## src/rtl/riscv_mdu_pkg.sv

```systemverilog
// Shared definitions for the RV32M multiply/divide unit: funct3 codes,
// divider FSM encoding, XLEN and the conditional two's-complement helper.
package riscv_mdu_pkg;

  localparam int XLEN = 32;

  localparam logic [2:0] MDU_MUL    = 3'b000;
  localparam logic [2:0] MDU_MULH   = 3'b001;
  localparam logic [2:0] MDU_MULHSU = 3'b010;
  localparam logic [2:0] MDU_MULHU  = 3'b011;
  localparam logic [2:0] MDU_DIV    = 3'b100;
  localparam logic [2:0] MDU_DIVU   = 3'b101;
  localparam logic [2:0] MDU_REM    = 3'b110;
  localparam logic [2:0] MDU_REMU   = 3'b111;

  localparam logic [1:0] DIV_IDLE = 2'b00;
  localparam logic [1:0] DIV_BUSY = 2'b01;
  localparam logic [1:0] DIV_DONE = 2'b10;

  function automatic logic [XLEN-1:0] cond_neg(input logic [XLEN-1:0] value,
                                               input logic            neg);
    return neg ? (~value + 1'b1) : value;
  endfunction

endpackage

```

## src/rtl/riscv_seq_divider.sv

```systemverilog
// Iterative restoring divider for DIV/DIVU/REM/REMU, one quotient bit per
// cycle, with a single-cycle path for divide-by-zero and signed overflow.
module riscv_seq_divider
  import riscv_mdu_pkg::*;
#(
  parameter int XLEN_P = riscv_mdu_pkg::XLEN
) (
  input  logic              clk_i,
  input  logic              rst_i,
  input  logic              start_i,
  input  logic [2:0]        MDU_op_i,
  input  logic [XLEN_P-1:0] numerator_i,
  input  logic [XLEN_P-1:0] denominator_i,
  output logic [XLEN_P-1:0] quotient_o,
  output logic [XLEN_P-1:0] remainder_o,
  output logic              done_o
);

  localparam logic [4:0]        LAST_ITER = 5'd31;
  localparam logic [XLEN_P-1:0] INT_MIN   = {1'b1, {(XLEN_P-1){1'b0}}};

  logic [1:0]        state_q;
  logic [4:0]        cnt_q;
  logic [XLEN_P-1:0] dvd_q, dvs_q, rem_q, quo_q;
  logic              neg_q_q, neg_r_q;

  // Only funct3[0] matters once the MDU has routed a divide op here.
  logic       signed_op, num_neg, den_neg, div_zero, overflow;
  logic [1:0] unused_op;
  assign unused_op = MDU_op_i[2:1];
  assign signed_op = ~MDU_op_i[0];
  assign num_neg   = signed_op & numerator_i[XLEN_P-1];
  assign den_neg   = signed_op & denominator_i[XLEN_P-1];
  assign div_zero  = (denominator_i == '0);
  assign overflow  = signed_op & (numerator_i == INT_MIN) & (&denominator_i);

  logic [XLEN_P-1:0] abs_num, abs_den;
  assign abs_num = num_neg ? (~numerator_i + 1'b1)   : numerator_i;
  assign abs_den = den_neg ? (~denominator_i + 1'b1) : denominator_i;

  logic [XLEN_P:0]   rem_shift, trial;
  logic              take;
  logic [XLEN_P-1:0] rem_step, quo_step;
  assign rem_shift = {rem_q, dvd_q[XLEN_P-1]};
  assign trial     = rem_shift - {1'b0, dvs_q};
  assign take      = ~trial[XLEN_P];
  assign rem_step  = take ? trial[XLEN_P-1:0] : rem_shift[XLEN_P-1:0];
  assign quo_step  = {quo_q[XLEN_P-2:0], take};

  // One negator per result serves both the fast path and the final load.
  logic [XLEN_P-1:0] res_q_raw, res_r_raw, res_q, res_r;
  logic              fix_q, fix_r;

  // NOTE: every output of this block gets a default first so no latch is
  // inferred on the paths that do not assign it.
  always_comb begin
    res_q_raw = quo_step;
    res_r_raw = rem_step;
    fix_q     = neg_q_q;
    fix_r     = neg_r_q;
    if (state_q == DIV_IDLE) begin
      res_q_raw = div_zero ? '1 : INT_MIN;
      res_r_raw = div_zero ? numerator_i : '0;
      fix_q     = 1'b0;
      fix_r     = 1'b0;
    end
  end

  assign res_q = cond_neg(res_q_raw, fix_q);
  assign res_r = cond_neg(res_r_raw, fix_r);

  // NOTE: sequential state uses non-blocking assignments so every register
  // samples the pre-edge values regardless of statement order.
  always_ff @(posedge clk_i) begin
    if (rst_i) begin
      state_q     <= DIV_IDLE;
      quotient_o  <= '0;
      remainder_o <= '0;
      done_o      <= 1'b0;
    end else begin
      done_o <= 1'b0;
      case (state_q)
        DIV_IDLE: begin
          if (start_i) begin
            if (div_zero || overflow) begin
              quotient_o  <= res_q;
              remainder_o <= res_r;
              done_o      <= 1'b1;
              state_q     <= DIV_DONE;
            end else begin
              state_q <= DIV_BUSY;
            end
          end
        end
        DIV_BUSY: begin
          if (!start_i) begin
            state_q <= DIV_IDLE;
          end else if (cnt_q == '0) begin
            quotient_o  <= res_q;
            remainder_o <= res_r;
            done_o      <= 1'b1;
            state_q     <= DIV_DONE;
          end
        end
        default: state_q <= DIV_IDLE;
      endcase
    end
  end

  // NOTE: the iteration registers are deliberately not reset; they are
  // always loaded in the capture cycle before anything reads them.
  always_ff @(posedge clk_i) begin
    if (state_q == DIV_IDLE && start_i) begin
      dvd_q   <= abs_num;
      dvs_q   <= abs_den;
      rem_q   <= '0;
      quo_q   <= '0;
      cnt_q   <= LAST_ITER;
      neg_q_q <= num_neg ^ den_neg;
      neg_r_q <= num_neg;
    end else if (state_q == DIV_BUSY) begin
      dvd_q <= {dvd_q[XLEN_P-2:0], 1'b0};
      rem_q <= rem_step;
      quo_q <= quo_step;
      cnt_q <= cnt_q - 1'b1;
    end
  end

endmodule
```

## config.mk

```make
export PLATFORM = sky130hd
export DESIGN_NAME = riscv_seq_divider
export DESIGN_NICKNAME = d
export VERILOG_FILES = /design/src/rtl/riscv_mdu_pkg.sv /design/src/rtl/riscv_seq_divider.sv
export SDC_FILE = /design/constraint.sdc
export NUM_CORES = 1
export LEC_CHECK = 0
export CAP_MARGIN = 10
export CORE_UTILIZATION = 50
export CTS_BUF_LIST = sky130_fd_sc_hd__clkbuf_4 sky130_fd_sc_hd__clkbuf_8
export DETAILED_ROUTE_END_ITERATION = 10
export PLACE_DENSITY = 0.72
export RECOVER_POWER = 100
export SLEW_MARGIN = 20
export SYNTH_ARGS = -nofsm -noshare
export SYNTH_HDL_FRONTEND = slang
export SYNTH_SLANG_ARGS = --single-unit
```

## constraint.sdc

```tcl
create_clock -name clk_i -period 9.3 [get_ports clk_i]
set_input_delay 1.395 -clock clk_i [delete_from_list [all_inputs] [get_ports clk_i]]
set_output_delay 1.395 -clock clk_i [all_outputs]
set_load 0.02 [all_outputs]
```

==> results of run 1 <==
## flip-flops by register name, indices dropped and copies added, names as in the netlist
register and flops:
remainder_o 32, cnt_q 5, rem_q 32, state_q 2
neg_r_q 1, neg_q_q 1, dvd_q 32, quo_q 31
done_o 1, quotient_o 32, dvs_q 32
## worst paths after layout
path / startpoint / to / cells past startpoint
worst max-delay path: denominator_i[0] / quotient_o[23] / 15
worst min-delay path: quotient_o[23] / quotient_o[23] / 2
worst max register to register: dvd_q[31] / remainder_o[30] / 20
worst min register to register: quotient_o[23] / quotient_o[23] / 2
## final cells by class
cell class              count  area share [%]
clock inverters            11           0.782
inverters                  60            1.47
flip-flops and latches    201            30.5
multi-input cells        1252            51.4
clock buffers              49            3.99
repair buffers            146            9.17
well taps                 335            2.73
## power by group through the flow
stage / combinational (µW) / sequential (µW) / clock (µW)
finish: 330 / 975 / 863
global route: 360 / 979 / 907
CTS: 330 / 974 / 873
detailed placement: 329 / 992 / 0
global placement: 325 / 991 / 0
floorplan: 204 / 994 / 0
## worst min-delay path, delay by kind of cell (launching register included)
family | cells | cell delay, ns
flops | 1 | 0.31
simple gates | 2 | 0.09
## cells in the mapped netlist (all sizes together) (19+ instances only)
cell type / count / area (µm²)
a31oi: 28 / 175
clkbuf: 57 / 214
xnor2: 68 / 596
a21oi: 135 / 713
nor3: 54 / 314
ha: 39 / 488
edfxtp: 66 / 1980
nand3: 35 / 190
xor2: 54 / 473
inv: 56 / 210
a211oi: 19 / 158
nand4: 27 / 184
buf: 30 / 165
a22o: 35 / 307
nor4: 20 / 191
dfxtp: 135 / 2700
nand2: 216 / 818
o31ai: 19 / 143
nor2: 121 / 467
o21ai: 161 / 821
mux2i: 19 / 190
## layer usage
metal | vias up | share of wire, % | wire, µm | track usage [%]
li1 | 6042 | - | - | -
met1 | 5861 | 46 | 18300 | 42.9
met5 | - | 0 | 0 | 0
met2 | 669 | 41 | 16400 | 42.7
met3 | 87 | 9.3 | 3680 | 5.18
met4 | 0 | 3.5 | 1380 | 10.9
## kinds of logic (layout without fill, tap and decap cells)
logic type / after synthesis / count (layout)
flops: 201 / 201
fa+ha+maj: 40 / 40
simple gates: 564 / 564
buf+inv: 147 / 266
mux: 23 / 23
compound gates: 503 / 503
xor+xnor: 122 / 122
## cells in the final DEF, fill, tap and decap left out, drive strengths merged, types with 9 or more instances in the layout
master	count
clkbuf	54
nand2	216
or3	17
and3	10
o41ai	9
a21oi	135
dlygate4sd3	71
dfxtp	135
clkinv	10
o211ai	13
buf	9
nand3	35
o21ai	161
nor2	121
nor3	54
a31oi	28
xor2	54
edfxtp	66
clkdlybuf4s50	61
mux2i	19
nand2b	13
xnor2	68
inv	59
nor4	20
o31ai	19
a21o	15
ha	39
a211oi	19
nand4	27
a22o	35
## stage by stage
stage	total power (µW)	instance area [µm²]	utilization, %	hold slack [ns]
CTS	2180	15400	59.3	0.447
detailed placement	1320	14700	56.5	0.439
global route	2250	15400	59.1	0.461
floorplan	1200	13200	-	0.444
finish	2170	15400	59.1	0.440
global placement	1320	14700	56.5	0.440
==> run_results.csv, run 1 <==
group,metric,value,unit
power_and_ir_drop,comb_power_share,15.2,%
route,drt_iter0_drc,1630,
clock_tree,cts_tree,"yes",
setup_path,worst_setup_path_end_kind,"flop",
setup_path,crit_fanout,18,
logic_synthesis,yosys_register_bits,201,
die,die_area,27000,µm²
clock_tree,cts.clk_slew.worst_paths,0.06,ns
power_and_ir_drop,p_int,1560,µW
power_and_ir_drop,p_leak,0.00588,µW
clock_tree,post_cts_buffers,0,
sta,fmax,0.145,GHz
global_route,grt_antenna_before_repair,0,
sta,rsz0062_at_grt,"no",
setup_path,cp.required,9.78,ns
die,ioPinCount,135,
sta,drv_slew,251,
power_and_ir_drop,switching_share,28.1,%
sta,finalSetupViolations,0,
global_route,grt_max_degree,64,
sta,worstMarginPinSlew,2.98,ns
logic_synthesis,synth-simple-area-share,21.5,%
route,ant_nets,0,
route,first_pass_iters,8,
logic_synthesis,synth.area.mux_share,1.78,%
power_and_ir_drop,p_clk_share,39.8,%
global_route,grt_first_pass_wirelength,61800,µm
cells_and_area,nFillCells,2413,
clock_tree,clock_path_buffers,3,
logic_synthesis,synthFlopType,"dfxtp_1",
cells_and_area,multi_input_area,7890,µm²
global_route,grt_pass1_vias,11300,
logic_synthesis,synth_top_family_by_area,"compound AO/OA/AOI/OAI gates",
power_and_ir_drop,ir_drop,0.0870,mV
power_and_ir_drop,netSwitchingPower,608,µW
route,wl_per_cell,19.4,µm
logic_synthesis,synthAdderAreaFrac,3.85,%
setup_path,path_class,"input pin to flop",
placement,place_congestion,0.911,
clock_tree,cts-hold-fix-buffers,0,
logic_synthesis,synth-seq-area-share,35.5,%
sta,finClkSkew,0.0219,ns
cells_and_area,drive_above_1_share,7.27,%
setup_path,cp-start-kind,"input pin",
flow_run,drv_cap,5,
worst_hold_path,worstHoldPathType,"flop to flop",
die,rows,59,
setup_path,crit_family,"simple AND/OR/NAND/NOR gates",
placement,port_buffers,132,
sta,fin_tns_setup,0,ns
power_and_ir_drop,powerDensity,141,nW/µm²
die,die_h,164,µm
global_route,grt_overflow,0,
setup_path,arrival,7.40,ns
route,wirelength,39800,µm
logic_synthesis,syn_area,13200,µm²
route,avgViaCountPerCell,6.16,
die,die-width,164,µm
logic_synthesis,yosys_warnings,0,
logic_synthesis,synth_cell_types,97,
sta,period_needed,6.91,ns
sta,finalCritPeriodShare,74.3,%
clock_tree,postCtsResizedCells,0,
setup_path,crit_buf_inv,3,
power_and_ir_drop,pwr-share-seq,45.0,%
setup_path,worst_path_max_delay_cell,"nor3b_1",
outcome,outcome,"finished with violations",
clock_tree,htreeDepth,2,
outcome,violations,"max-capacitance violations, max-slew violations",
sta,setup_ws,2.39,ns
logic_synthesis,synth-compound-area-share,24.7,%
cells_and_area,fin_nets,1806,
clock_tree,numCtsBuffers,35,
cells_and_area,syn_to_final_growth,16.5,%
clock_tree,cts_root_buf,"clkbuf_8",
logic_synthesis,synthArstFlopShare,0,%
placement,dpl.hpwl,29500,µm
global_route,grt_usage,29.3,%
die,coreArea,26000,µm²
logic_synthesis,synth_xor_area_share,8.11,%
logic_synthesis,syn_avg_cell_area,8.24,µm²
cells_and_area,instances_no_fill,2054,
placement,pre_cts_ws,3.28,ns
setup_path,critical_path.max_stage_delay,0.99,ns
cells_and_area,ff_latch_area,4680,µm²
route,vias,12700,
logic_synthesis,mappedNetlistNets,1710,
clock_tree,clock_latency,0.54,ns
sta,finalHoldViolations,0,
clock_tree,clkSinkCount,201,
cells_and_area,num_antenna_cells,0,
placement,placed_cells,1994,
die,initial_core_util,50.7,%
route,drc,0,
setup_path,r2r_slack,3.47,ns
logic_synthesis,synthCells,1600,
setup_path,path_cells,"dlygate4sd3_1, inv_1, ha_1, nor4b_1, and3b_1, and4_1, and2_0, nor2_1, o21ai_0, o21ai_0, nor3b_1, nand2_1, clkinv_1, o311ai_0, nand2_1",
logic_synthesis,synth-edff-count,66,
sta,slew_headroom,-98.8,%
(Power assumes the default switching activity.)
==> inputs of run 2 (changes only) <==
--- a/config.mk
+++ b/config.mk
@@ -9,7 +9,7 @@
 export CORE_UTILIZATION = 50
 export CTS_BUF_LIST = sky130_fd_sc_hd__clkbuf_4 sky130_fd_sc_hd__clkbuf_8
 export DETAILED_ROUTE_END_ITERATION = 10
-export PLACE_DENSITY = 0.72
+export PLACE_DENSITY = 0.74
 export RECOVER_POWER = 100
 export SLEW_MARGIN = 20
 export SYNTH_ARGS = -nofsm -noshare
==> constraint.sdc (replaced) <==
create_clock -name clk_i -period 5.67 [get_ports clk_i]
set_input_delay 0.8505 -clock clk_i [delete_from_list [all_inputs] [get_ports clk_i]]
set_output_delay 0.8505 -clock clk_i [all_outputs]
set_load 0.02 [all_outputs]
==> run_results.csv, run 2 (same netlist as run 1, synthesis figures left out) <==
group,metric,value,unit
sta,fmax,0.193,GHz
setup_path,r2r_cells,21,
placement,port_buffers,132,
sta,finalSetupViolations,0,
sta,rsz0062_at_grt,"no",
setup_path,path_class,"flop to flop",
power_and_ir_drop,ir_drop,0.149,mV
setup_path,regToRegEndpoint,"remainder_o[30]",
setup_path,crit_fanout,9,
route,wl_per_cell,19.5,µm
worst_hold_path,holdPathEnd,"quotient_o[23]",
cells_and_area,drive_above_1_share,8.10,%
cells_and_area,multi_input_area,7880,µm²
placement,dpl.hpwl,30300,µm
die,die-width,164,µm
cells_and_area,postLayoutCoreUtil,59.6,%
power_and_ir_drop,p_leak,0.00596,µW
worst_hold_path,worstHoldStart,"quotient_o[23]",
clock_tree,cts.clk_slew.worst_paths,0.06,ns
power_and_ir_drop,total_power,3580,µW
worst_hold_path,worstHoldPathType,"flop to flop",
die,coreArea,26000,µm²
cells_and_area,ff_latch_area,4680,µm²
setup_path,path_cells,"inv_1, ha_1, inv_1, fa_1, a211oi_1, o211ai_1, nand2_1, a21oi_4, o21ai_4, nand2_2, nand2_1, o21ai_0, a22oi_1, ha_1, inv_1, nor4_4, o2111ai_2, nor4_4, a31oi_1, xnor2_1, o21ai_0",
sta,slew_headroom,-93.4,%
power_and_ir_drop,p_int,2580,µW
route,avgViaCountPerCell,6.14,
setup_path,crit_start,"dvd_q[31]",
placement,post_dp_cell_area,14800,µm²
power_and_ir_drop,p_clk_share,40.0,%
global_route,grt_usage,29.9,%
global_route,grt_overflow,0,
power_and_ir_drop,pwr-share-seq,44.7,%
setup_path,worst_path_max_delay_cell,"nor4_4",
cells_and_area,layout_common_cells,"nand2_1, o21ai_0, dfxtp_1",
outcome,outcome,"finished with violations",
clock_tree,clock_latency,0.54,ns
cells_and_area,fin_nets,1824,
power_and_ir_drop,powerDensity,231,nW/µm²
cells_and_area,nFillCells,2375,
sta,setup_ws,0.479,ns
sta,finalHoldViolations,0,
clock_tree,cts_tree,"yes",
worst_hold_path,hold_path_depth,2,
route,vias,12800,
clock_tree,clock_path_buffers,3,
placement,place_congestion,0.939,
cells_and_area,fin_area,15500,µm²
route,drc,0,
die,rows,59,
setup_path,crit_buf_inv,3,
outcome,violations,"max-capacitance violations, max-slew violations",
setup_path,cp-start-kind,"flop",
sta,worstMarginPinSlew,2.90,ns
die,die_area,27000,µm²
setup_path,r2r_slack,0.48,ns
sta,finClkSkew,0.0169,ns
clock_tree,cts_root_buf,"clkbuf_8",
route,drt_iter0_drc,1411,
die,initial_core_util,50.7,%
clock_tree,numCtsBuffers,36,
cells_and_area,final_common_cell,"nand2_1",
clock_tree,postCtsResizedCells,0,
setup_path,timing.rr.start,"dvd_q[31]",
route,ant_nets,0,
sta,fin_tns_setup,0,ns
power_and_ir_drop,comb_power_share,15.2,%
route,wirelength,40500,µm
setup_path,critPathMostFrequentCell,"inv_1",
flow_run,drv_cap,4,
clock_tree,clkSinkCount,201,
power_and_ir_drop,switching_share,27.9,%
die,die_h,164,µm
power_and_ir_drop,netSwitchingPower,999,µW
global_route,grt_pass1_vias,11400,
die,ioPinCount,135,
route,first_pass_iters,7,
global_route,grt_antenna_before_repair,1,
setup_path,cp.required,6.06,ns
sta,period_needed,5.19,ns
clock_tree,htreeDepth,2,
sta,finalCritPeriodShare,91.5,%
global_route,grt_first_pass_wirelength,62900,µm
setup_path,arrival,5.58,ns
cells_and_area,syn_to_final_growth,17.5,%
cells_and_area,num_antenna_cells,0,
clock_tree,cts-hold-fix-buffers,0,
setup_path,worst_setup_path_end_kind,"flop",
placement,pre_cts_ws,0.452,ns
sta,drv_slew,183,
setup_path,critical_path.max_stage_delay,0.61,ns
setup_path,crit_family,"compound AO/OA/AOI/OAI gates",
clock_tree,post_cts_buffers,0,
global_route,grt_max_degree,64,
==> run 2: cell types whose count changed in the layout (fill, tap and decap cells not counted), moves of 2 or more <==
cell and delta:
buf_4 +13, clkbuf_8 +4, clkbuf_1 +2, clkbuf_2 +2, clkbuf_4 +2
==> run 2: worst max-delay path by stage <==
stage          slack [ns]               to  cells past startpoint
2_1_floorplan        0.90  remainder_o[30]                     23
3_3_place_gp         0.52   quotient_o[29]                     15
3_5_place_dp         0.45   quotient_o[29]                     15
4_1_cts              0.63  remainder_o[30]                     21
5_1_grt              0.11  remainder_o[30]                     21
6_report             0.48  remainder_o[30]                     21
==> run 2: stage by stage <==
| stage | instances | hold WS, ns |
|---|---|---|
| after floorplan | 1600 | 0.444 |
| after global placement | 2011 | 0.429 |
| after detailed placement | 2011 | 0.431 |
| after CTS | 2076 | 0.439 |
| after global routing | 2076 | 0.459 |
| final | 2076 | 0.438 |
==> run 2: power by group through the flow <==
stage	logic (µW)	clock network (µW)	registers, µW
floorplan	334	0	1630
global placement	538	0	1630
detailed placement	545	0	1630
CTS	547	1450	1600
global route	594	1520	1610
finish	545	1430	1600
==> run 2: routing by layer <==
metal	vias up	GRT usage, %	wire (µm)
met5	-	0	0
met4	0	8.75	1120
met3	77	4.80	3850
met2	662	45.4	17300
met1	5925	43.3	18200
li1	6088	-	-
==> run 2: worst min-delay path: cells and delay by family, from the launching register on <==
kind | cells | cell delay (ns)
simple gates | 2 | 0.09
flops | 1 | 0.31
==> run 2: area by class of cell <==
| class | count | area share [%] |
|---|---|---|
| clock buffer | 55 | 4.40 |
| clock inverter | 10 | 0.501 |
| inverter | 60 | 1.45 |
| multi-input combinational | 1252 | 50.9 |
| sequential | 201 | 30.2 |
| tap | 335 | 2.71 |
| timing repair buffer | 163 | 9.83 |
==> inputs of run 3 (changes only) <==
--- a/config.mk
+++ b/config.mk
@@ -6,10 +6,9 @@
 export NUM_CORES = 1
 export LEC_CHECK = 0
 export CAP_MARGIN = 10
-export CORE_UTILIZATION = 50
+export CORE_UTILIZATION = 40
 export CTS_BUF_LIST = sky130_fd_sc_hd__clkbuf_4 sky130_fd_sc_hd__clkbuf_8
 export DETAILED_ROUTE_END_ITERATION = 10
-export PLACE_DENSITY = 0.74
 export RECOVER_POWER = 100
 export SLEW_MARGIN = 20
 export SYNTH_ARGS = -nofsm -noshare
==> run_results.csv, run 3 (same netlist as run 1, synthesis figures left out) <==
group,metric,value,unit
outcome,outcome,"finished with violations",
outcome,violations,"max-capacitance violations, max-slew violations",
global_route,grt_antenna_before_repair,0,
cells_and_area,final_common_cell,"nand2_1",
power_and_ir_drop,total_power,3600,µW
setup_path,r2r_cells,21,
die,die_h,184,µm
flow_run,drv_cap,4,
placement,placed_cells,2121,
sta,drv_slew,187,
sta,finalSetupViolations,0,
route,vias,12800,
sta,fmax,0.190,GHz
route,ant_nets,0,
die,initial_core_util,40.6,%
power_and_ir_drop,p_leak,0.00600,µW
clock_tree,numCtsBuffers,37,
die,coreArea,32500,µm²
clock_tree,htreeDepth,2,
setup_path,critical_path.max_stage_delay,0.82,ns
route,drc,0,
die,rows,66,
cells_and_area,num_antenna_cells,0,
clock_tree,cts.clk_slew.worst_paths,0.06,ns
global_route,grt_pass1_vias,11400,
sta,fin_tns_setup,0,ns
setup_path,path_depth,14,
cells_and_area,fin_nets,1828,
cells_and_area,instances_no_fill,2186,
cells_and_area,syn_to_final_growth,18.9,%
route,drt_iter0_drc,1227,
setup_path,regToRegEndpoint,"remainder_o[30]",
sta,period_needed,5.26,ns
placement,place_congestion,0.910,
clock_tree,cts_tree,"yes",
setup_path,crit_start,"numerator_i[0]",
die,die_area,33700,µm²
setup_path,crit_buf_inv,3,
route,first_pass_iters,5,
sta,hold-worst-slack,0.435,ns
setup_path,path_class,"input pin to flop",
setup_path,timing.rr.start,"dvd_q[31]",
setup_path,crit_fanout,27,
setup_path,cp.required,6.11,ns
clock_tree,clock_path_buffers,3,
clock_tree,cts_root_buf,"clkbuf_8",
route,avgViaCountPerCell,5.85,
die,die-width,184,µm
global_route,grt_usage,25.2,%
setup_path,setup.worst_path.end,"remainder_o[17]",
setup_path,arrival,5.71,ns
sta,worstMarginPinSlew,3.02,ns
clock_tree,postCtsResizedCells,0,
setup_path,path_cells,"dlygate4sd3_1, inv_1, ha_1, nor3b_1, nor4b_1, nand3_1, nor3_1, nand2_1, o21ai_0, o21ai_0, or3b_2, clkbuf_2, and3_1, a21o_1",
setup_path,cp-start-kind,"input pin",
power_and_ir_drop,ir_drop,0.106,mV
setup_path,r2r_slack,0.50,ns
sta,rsz0062_at_grt,"no",
setup_path,worst_path_max_delay_cell,"or3b_2",
clock_tree,post_cts_buffers,0,
sta,slew_headroom,-102,%
clock_tree,clkSinkCount,201,
sta,setup_ws,0.405,ns
sta,finalCritPeriodShare,92.8,%
global_route,grt_overflow,0,
placement,pre_cts_ws,0.554,ns
cells_and_area,layout_common_cells,"nand2_1, o21ai_0, dfxtp_1",
route,wirelength,42700,µm
sta,finClkSkew,0.0432,ns
sta,finalHoldViolations,0,
worst_hold_path,worstHoldPathType,"flop to flop",
global_route,grt_max_degree,64,
die,ioPinCount,135,
cells_and_area,drive_above_1_share,8.77,%
clock_tree,cts-hold-fix-buffers,0,
clock_tree,clock_latency,0.55,ns
route,wl_per_cell,19.5,µm
setup_path,critPathMostFrequentCell,"o21ai_0",
setup_path,crit_family,"simple AND/OR/NAND/NOR gates",
setup_path,worst_setup_path_end_kind,"flop",
global_route,grt_first_pass_wirelength,66300,µm
power_and_ir_drop,powerDensity,230,nW/µm²
placement,port_buffers,132,
placement,dpl.hpwl,32200,µm
run 3: cell types whose count changed in the layout (fill, tap and decap cells not counted), sizes merged:
| cell | change |
|---|---|
| clkinv | -3 |
| inv | +1 |
| dlygate4sd3 | +1 |
| buf | +5 |
| clkbuf | +1 |
| bufinv | -1 |
| clkdlybuf4s50 | -1 |
run 3: area by class of cell:
class                   instances  area, µm²
clock buffers                  58        723
fillers                      3278      16800
clock inverters                 7       45.0
multi-input cells            1252       7880
flip-flops and latches        201       4680
repair buffers                166       1550
well taps                     442        553
inverters                      60        225
run 3: worst min path at each step:
| stage | cells past startpoint | end | slack (ns) | from |
|---|---|---|---|---|
| after floorplan | 2 | rem_q[17] | 0.44 | rem_q[17] |
| after global placement | 2 | quotient_o[23] | 0.43 | quotient_o[23] |
| after detailed placement | 2 | quotient_o[23] | 0.44 | quotient_o[23] |
| after CTS | 2 | quotient_o[23] | 0.45 | quotient_o[23] |
| after global routing | 2 | remainder_o[11] | 0.46 | remainder_o[11] |
| final | 2 | quotient_o[23] | 0.43 | quotient_o[23] |
run 3: report_power, final:
part           total, µW  internal (µW)  switching, µW
Sequential          1600           1570           26.7
Clock               1450            813            635
Combinational        556            195            361
run 3: stage by stage:
stage / cell area (µm²) / util [%]
3_5_place_dp: 15000 / 46.1
3_3_place_gp: 15000 / 46.1
5_1_grt: 15700 / 48.3
2_1_floorplan: 13200 / -
6_report: 15700 / 48.3
4_1_cts: 15700 / 48.5
run 3: worst reg2reg max path: cells and delay by family (launching register included):
family                     cells  cell delay [ns]
DFF                            1             0.47
buffers and inverters          3             0.23
and+or+nand+nor                5             1.34
xor gates and xnor gates       1             0.17
AOI/OAI and AO/OA              9             1.99
adders and majority gates      3             0.82
run 3: metal layers:
metal | share of wire, % | GRT usage [%] | up-vias
li1 | - | - | 6110
met1 | 48 | 37.1 | 6103
met2 | 42 | 37.6 | 511
met3 | 7.5 | 3.90 | 68
met4 | 2.5 | 7.40 | 0
met5 | 0 | 0 | -
